===== src/rtl/led_sequencer.sv =====
// led_sequencer: command-driven LED controller with off, solid, blink and N-pulse burst modes
module led_sequencer #(
    parameter int TICK_DIV = 1000000,
    parameter int PER_W    = 8,
    parameter int CNT_W    = 8
) (
    input  logic             clk,
    input  logic             rst,
    input  logic             cmd_valid,
    output logic             cmd_ready,
    input  logic [1:0]       cmd_mode,
    input  logic [PER_W-1:0] cmd_period,
    input  logic [CNT_W-1:0] cmd_count,
    output logic             busy,
    output logic             done,
    output logic             led
);
    localparam int PW = TICK_DIV > 1 ? $clog2(TICK_DIV) : 1;
    localparam logic [PW-1:0] PMAX = PW'(TICK_DIV - 1);
    typedef enum logic [2:0] {IDLE, SOLID, BLK_HI, BLK_LO, BST_HI, BST_LO} state_t;
    state_t state;
    logic [PW-1:0] pre;
    logic [PER_W-1:0] phase, per, eff;
    logic [CNT_W-1:0] pcnt;
    logic tick, last, accept;
    assign cmd_ready = !rst && state != BST_HI && state != BST_LO;
    assign accept = cmd_valid && cmd_ready;
    assign tick = pre == PMAX;
    assign eff = per == '0 ? PER_W'(1) : per;
    assign last = tick && phase == eff - 1'b1;
    always_ff @(posedge clk) begin
        if (rst) begin
            state <= IDLE;
            led   <= 1'b0;
            done  <= 1'b0;
            busy  <= 1'b0;
            pre   <= '0;
            phase <= '0;
            pcnt  <= '0;
            per   <= '0;
        end else begin
            done <= 1'b0;
            pre  <= tick ? '0 : pre + 1'b1;
            if (accept) begin
                pre   <= '0;
                phase <= '0;
                per   <= cmd_period;
                pcnt  <= cmd_count;
                case (cmd_mode)
                    2'd0: begin state <= IDLE; led <= 1'b0; end
                    2'd1: begin state <= SOLID; led <= 1'b1; end
                    2'd2: begin state <= BLK_HI; led <= 1'b1; end
                    default: begin
                        state <= cmd_count != '0 ? BST_HI : IDLE;
                        led   <= cmd_count != '0;
                        busy  <= cmd_count != '0;
                        done  <= cmd_count == '0;
                    end
                endcase
            end else if (tick) begin
                phase <= last ? '0 : phase + 1'b1;
                if (last) begin
                    case (state)
                        BLK_HI: begin state <= BLK_LO; led <= 1'b0; end
                        BLK_LO: begin state <= BLK_HI; led <= 1'b1; end
                        BST_HI: begin state <= BST_LO; led <= 1'b0; pcnt <= pcnt - 1'b1; end
                        BST_LO: begin
                            state <= pcnt != '0 ? BST_HI : IDLE;
                            led   <= pcnt != '0;
                            busy  <= pcnt != '0;
                            done  <= pcnt == '0;
                        end
                        default: ;
                    endcase
                end
            end
        end
    end
endmodule


===== config.mk =====
export PLATFORM = sky130hd
export DESIGN_NAME = led_sequencer
export DESIGN_NICKNAME = d
export VERILOG_FILES = /design/src/rtl/led_sequencer.sv
export SDC_FILE = /design/constraint.sdc
export NUM_CORES = 1
export LEC_CHECK = 0
export CAP_MARGIN = 20
export CORE_AREA = 2 2 96 108
export CTS_CLUSTER_SIZE = 40
export DETAILED_ROUTE_END_ITERATION = 6
export DIE_AREA = 0 0 98 110
export GPL_TIMING_DRIVEN = 0
export PLACE_DENSITY_LB_ADDON = 0.2
export SETUP_SLACK_MARGIN = 0.5
export SLEW_MARGIN = 10
export SYNTH_ARGS = -nofsm -noshare
export SYNTH_HDL_FRONTEND = slang
export SYNTH_SLANG_ARGS = --single-unit

===== constraint.sdc =====
create_clock -name clk -period 2.6 [get_ports clk]
set_clock_uncertainty 0.05 [all_clocks]
set_input_delay 0.52 -clock clk [delete_from_list [all_inputs] [get_ports clk]]
set_output_delay 0.52 -clock clk [all_outputs]
set_load 0.02 [all_outputs]

==> results of run 1 <==
metrics by stage:
step | util [%] | cell area, um2
after floorplan | - | 2910
after global placement | 33.9 | 3280
after detailed placement | 33.9 | 3280
after CTS | 36.2 | 3490
after global routing | 38.0 | 3660
final | 38.0 | 3660
cell families after synthesis:
group,after synthesis
XOR/XNOR,32
AND/OR/NAND/NOR,176
AO/OA/AOI/OAI,46
multiplexers,8
adder cells (fa/ha/maj),8
buffers and inverters,25
flip-flops,50
how the worst min path moves through the flow:
stage                     slack (ps)     end  cells after the start
after floorplan                  360  pre[0]                      1
after global placement           380  pre[0]                      1
after detailed placement         380  pre[0]                      1
after CTS                        400  pre[0]                      1
after global routing             440  pre[0]                      1
final                            400  pre[0]                      1
power by group:
part	switching (W)	total [W]	leakage, nW	internal, W
clock	0.000252	0.000458	0.0431	0.000206
sequential	0.0000391	0.000839	0.409	0.000800
combinational	0.000221	0.000430	0.900	0.000209
sequential cells by signal, indices dropped and copies added, names as in the netlist:
name,cells
busy,1
done,1
led,1
pcnt,8
per,8
phase,8
pre,20
state,3
synth_stat cells (2+ instances only):
cell type,n
inv_1,11
and3_1,8
nor2b_1,9
xor2_1,18
clkbuf_1,7
nand4_1,6
nand2b_4,2
nand2_1,35
nor3b_1,4
nand2b_1,6
buf_4,3
nand3_1,17
ha_1,8
a211oi_1,3
dfxtp_1,50
or3_1,3
o21bai_1,3
or4_1,2
or4b_2,2
o21ai_0,8
o31ai_1,2
buf_2,2
nor2_1,44
o22ai_1,3
nor4_1,9
mux2i_1,7
nor4b_1,3
a21oi_1,16
nand3b_1,7
a31oi_1,2
xnor2_1,14
nor3_1,7
critical path: stages (launching register included):
cell and delay, ps:
dfxtp_2 330, buf_6 110, buf_4 120, buf_6 120, or4_4 520, or4_4 450, o311ai_4 110, nand3b_4 280
nand2b_4 230, xnor2_2 130, a21oi_1 80
layout by cell type, fill, tap and decap left out, types with 6 or more instances in the layout:
cell | netlist | layout
nand3_1 | 17 | 16
nand3b_1 | 7 | 7
a21oi_1 | 16 | 14
clkbuf_8 | 0 | 7
mux2i_1 | 7 | 7
nand2b_1 | 6 | 6
and3_1 | 8 | 8
xor2_1 | 18 | 17
nand2_1 | 35 | 33
ha_1 | 8 | 6
nor2_2 | 0 | 6
nor2b_1 | 9 | 9
buf_4 | 3 | 17
dfxtp_2 | 0 | 6
clkdlybuf4s50_1 | 0 | 21
nand4_1 | 6 | 6
inv_1 | 11 | 11
nor2_1 | 44 | 38
xnor2_1 | 14 | 13
dfxtp_1 | 50 | 44
per-layer routing:
metal / wire, um / share of wire (%) / vias to the layer above / GRT usage [%]
met3: 214 / 3.0 / 7 / 2.40
met5: 0 / 0 / - / 0
met1: 3190 / 45 / 1194 / 16.9
met2: 3550 / 51 / 38 / 24.3
met4: 73 / 1.0 / 0 / 3.37
li1: - / - / 1294 / -
cell type report:
| type | instances | area, um2 | share of cell area (%) |
|---|---|---|---|
| sequential | 50 | 1010 | 27.5 |
| timing repair buffer | 36 | 324 | 8.84 |
| tap | 120 | 150 | 4.10 |
| clock buffer | 6 | 82.6 | 2.25 |
| buffer | 14 | 92.6 | 2.53 |
| multi-input combinational | 270 | 1970 | 53.6 |
| inverter | 11 | 41.3 | 1.13 |
what timing repair did:
| item | in CTS | in global routing |
|---|---|---|
| setup endpoints to repair | 40 | 38 |
| setup buffers | 4 | 10 |
| resized for setup | 28 | 27 |
| gates cloned | 0 | 0 |
| pin swaps | 13 | 21 |
==> results_dict.tcl, run 1 <==
set metrics [dict create \
    wl_um 7030 \
    synth_area_mm2 0.00284 \
    worst_pin_slew_ps 453 \
    num_vias 2533 \
    grt_pass1_vias 2527 \
    worstReg2RegEnd "state[0]" \
    synth_top_family_by_area "simple AND/OR/NAND/NOR gates" \
    crit_type "register to register" \
    dr.pass1.iters 4 \
    setup_viol_count_final 6 \
    rows 38 \
    rsz0062_at_grt "true" \
    r2r_cells 10 \
    p_leak_nw 1.35 \
    yosys.area.top_type_share_pct 35.2 \
    dp_slack_ps -185 \
    hold_start "pre[0]" \
    grt_first_pass_wirelength_um 12000 \
    cp_max_fo 7 \
    routed_via_density 5.00 \
    clk_latency_ps 300 \
    initial_utilization_pct 29.4 \
    start_kind "register" \
    slew_viol_final 0 \
    cap_viol_max_count 0 \
    synth_xor_area_share_pct 9.87 \
    portBuffers 22 \
    coreArea_mm2 0.00965 \
    hold_slack_ps 402 \
    path_clk_slew_ps 90 \
    cts_hold_buf 0 \
    endpoint "state[0]" \
    syn_avg_cell_area_um2 8.23 \
    reg2reg_from "per[2]" \
    max-vdd-ir-drop_mv 0.210 \
    num_antenna_cells 0 \
    synth_top_flop_cell "dfxtp_1" \
    finalCritPeriodShare_pct 102 \
    drive_gt1_share_pct 22.0 \
    clock-root-buffer "clkbuf_8" \
    yosys.area_share.simple_pct 34.3 \
    cts_tree "yes" \
    synth_nets 374 \
    place_inst 487 \
    slew_headroom_pct 69.8 \
    die_area_mm2 0.0108 \
    dp_hpwl_um 5080 \
    globalplace.congestion 0.772 \
    avgRoutedWirePerCell_um 13.9 \
    async_flop_share_pct 0 \
    outcome "finished with violations" \
    fmax_ghz 0.379 \
    antenna_found_initial 0 \
    finalHoldViolCount 0 \
    critPathLaunch "per[2]" \
    cts_buffers 5 \
    min_path_type "register to register" \
    synth_area_leaders "dfxtp_1, nor2_1, xor2_1" \
    muxShareOfSynthArea_pct 2.86 \
    tns_ps -89.0 \
    yosysSeqAreaShare_pct 35.2 \
    nets 417 \
    yosysTopAreaCell "dfxtp_1" \
    synth_edf_count 0 \
    fin_cells 507 \
    drt_iter0_drc 75 \
    ant_nets 0 \
    grt-ovfl-total 0 \
    io_pins 25 \
    ys_ff_latch 50 \
    fin_crit_ps 2640 \
    grt_usage_pct 13.5 \
    die_h_um 110 \
    ys_warn_count 0 \
    synthCells 345 \
    area_growth_syn_to_layout_pct 29.0 \
    cp.arrival_ps 2780 \
    power_density_mw_per_mm2 471 \
    grt_max_degree 14 \
    r2r_slack_ps -40 \
    drc 0 \
    clock-sinks 50 \
    violations "negative setup slack" \
    synth_compound_area_share_pct 10.1 \
    synth_adder_area_share_pct 3.52 \
    cp_data_required_time_ps 2740 \
    ys_types 56 \
    die_w_um 98 \
    clk_path_buf_depth 2 \
    power.total_w 0.00173 \
    worst_slack_ps -39.8 \
    fill_cells 993 \
    htreeDepth 2 \
    crit_path_end_kind "register" \
]
No activity file was read; power rests on OpenSTA's default activity.
==> run 2: changes to the inputs <==
--- a/config.mk
+++ b/config.mk
@@ -10,6 +10,7 @@
 export CTS_CLUSTER_SIZE = 40
 export DETAILED_ROUTE_END_ITERATION = 6
 export DIE_AREA = 0 0 98 110
+export DONT_BUFFER_PORTS = 1
 export GPL_TIMING_DRIVEN = 0
 export PLACE_DENSITY_LB_ADDON = 0.2
 export SETUP_SLACK_MARGIN = 0.5
==> run 2 against run 1 <==
Against the previous run:
- the run still ends with negative setup slack left
- register-to-register slack better by 40 ps
- final cell count fell by 2.8%
- global-route usage is 0.12 points higher
- clock-buffer cell count rose by 1
- sequential power grew 0.6%
- sequential share of layout area up 1.2 points
- first-iteration DRC count up 6.7%
- maximum frequency grew 1.4%
- largest cell class unchanged
==> results_dict.tcl, run 2 (same netlist as run 1, synthesis figures left out) <==
set metrics [dict create \
    outcome "finished with violations" \
    violations "negative setup slack" \
    combPwrFrac_pct 24.9 \
    num_antenna_cells 0 \
    grt_usage_pct 13.6 \
    hold_slack_ps 263 \
    use_met1_pct 17.2 \
    routed_via_density 5.00 \
    r2r_slack_ps -3 \
    num_vias 2463 \
    clk_path_buf_depth 2 \
    nets 402 \
    clock-sinks 50 \
    cp_data_required_time_ps 2730 \
    worst_pin_slew_ps 420 \
    dp_hpwl_um 4990 \
    cts_hold_buf 0 \
    reg2reg_from "per[3]" \
    multi_input_area_mm2 0.00195 \
    antenna_found_initial 0 \
    min_to "per[3]" \
    p_leak_nw 1.30 \
    met3_usage_pct 2.27 \
    clock-root-buffer "clkbuf_8" \
    p_switching_w 0.000509 \
    dp_slack_ps -184 \
    layout_commonest_cell "dfxtp_1" \
    use_met2_pct 24.6 \
    rows 38 \
    final_util_pct 36.3 \
    globalplace.congestion 0.756 \
    finalCritPeriodShare_pct 100 \
    drive_gt1_share_pct 22.8 \
    dr.pass1.iters 4 \
    grt_first_pass_wirelength_um 12100 \
    portBuffers 0 \
    avgRoutedWirePerCell_um 14.2 \
    fmax_ghz 0.384 \
    slew_headroom_pct 71.8 \
    grt-ovfl-total 0 \
    fin_crit_ps 2600 \
    slew_viol_final 0 \
    initial_utilization_pct 29.4 \
    ant_nets 0 \
    cts_buffers 5 \
    seqPwrFrac_pct 49.6 \
    crit_path_end_kind "register" \
    p_int_w 0.00119 \
    worst_slack_ps -2.94 \
    drc 0 \
    htreeDepth 2 \
    worstReg2RegEnd "pcnt[2]" \
    max-vdd-ir-drop_mv 0.215 \
    cp_max_fo 4 \
    die_w_um 98 \
    crit_type "register to register" \
    min_path_type "input port to register" \
    largest_register_ffs 20 \
    grt_max_degree 14 \
    path_clk_slew_ps 90 \
    wl_um 6980 \
    finalHoldViolCount 0 \
    cap_viol_max_count 0 \
    tns_ps -2.94 \
    top_register "pre" \
    rsz0062_at_grt "true" \
    die_area_mm2 0.0108 \
    setup_viol_count_final 1 \
    sw_frac_of_total_pct 29.9 \
    grt_pass1_vias 2502 \
    cp.arrival_ps 2730 \
    cts_tree "yes" \
    io_pins 25 \
    fill_cells 1034 \
    clk_latency_ps 300 \
    power_density_mw_per_mm2 485 \
    hold_start "cmd_period[3]" \
    layout_common_cells "dfxtp_1, nor2_1, nand2_1" \
    start_kind "register" \
    die_h_um 110 \
    final-seq-area_mm2 0.00101 \
    coreArea_mm2 0.00965 \
    drt_iter0_drc 80 \
    busiest_layer "met2" \
    area_growth_syn_to_layout_pct 23.4 \
    min_path_cells 2 \
    power.total_w 0.00170 \
    power_frac_clock_pct 25.6 \
    r2r_cells 11 \
]
==> run 2: cell count changes in the layout (fill, tap and decap cells not counted), moves of 2 or more <==
cell	change
buf_6	+6
clkbuf_1	+2
clkbuf_2	-3
clkbuf_8	-2
clkdlybuf4s50_1	-21
nor4_2	-2
nor4_4	+2
==> run 2: critical path, cell delays in order, from the launching register on <==
cell	delay, ps
dfxtp_2	330
buf_8	110
nor4_4	220
a21oi_2	100
ha_2	330
xor2_1	170
o21ai_2	100
a2111oi_4	310
nand3_4	140
nor3_4	310
mux2i_1	230
o22ai_1	80
==> run 2: through the flow <==
step | instances | cell area, um2
after floorplan | 345 | 2910
after global placement | 465 | 3060
after detailed placement | 465 | 3060
after CTS | 481 | 3310
after global routing | 493 | 3510
final | 493 | 3510
==> run 2: worst max path at each step <==
stage	start	end	slack [ps]	cells after the start
3_3_place_gp	per[4]	pcnt[2]	-210	10
4_1_cts	per[3]	pcnt[2]	9	11
5_1_grt	per[3]	pcnt[0]	-130	11
2_1_floorplan	per[3]	pcnt[2]	130	11
6_report	per[3]	pcnt[2]	-3	11
3_5_place_dp	per[4]	pcnt[2]	-180	10
==> run 2: what timing repair did <==
action,CTS,global route
pin swaps,12,12
gates resized for setup,29,33
buffers inserted,9,12
gates cloned,0,0
setup endpoints to repair,47,39
==> run 2: layout make-up <==
type	count	area share [%]
plain buffers	14	2.86
clock buffers	7	2.18
inverters	11	1.18
multi-input cells	270	55.6
flip-flops and latches	50	28.8
well taps	120	4.28
repair buffers	21	5.14
==> run 2: power groups by stage <==
stage	clock network, W	registers [W]	logic, W
6_report	0.000435	0.000844	0.000423
3_3_place_gp	0	0.000854	0.000294
3_5_place_dp	0	0.000855	0.000295
2_1_floorplan	0	0.000844	0.000241
4_1_cts	0.000460	0.000839	0.000357
5_1_grt	0.000485	0.000850	0.000466
==> run 2: layer usage <==
layer	vias up	part of all wire, %
li1	1261	-
met1	1158	48
met2	35	48
met3	9	3.3
met4	0	1.1
met5	-	0
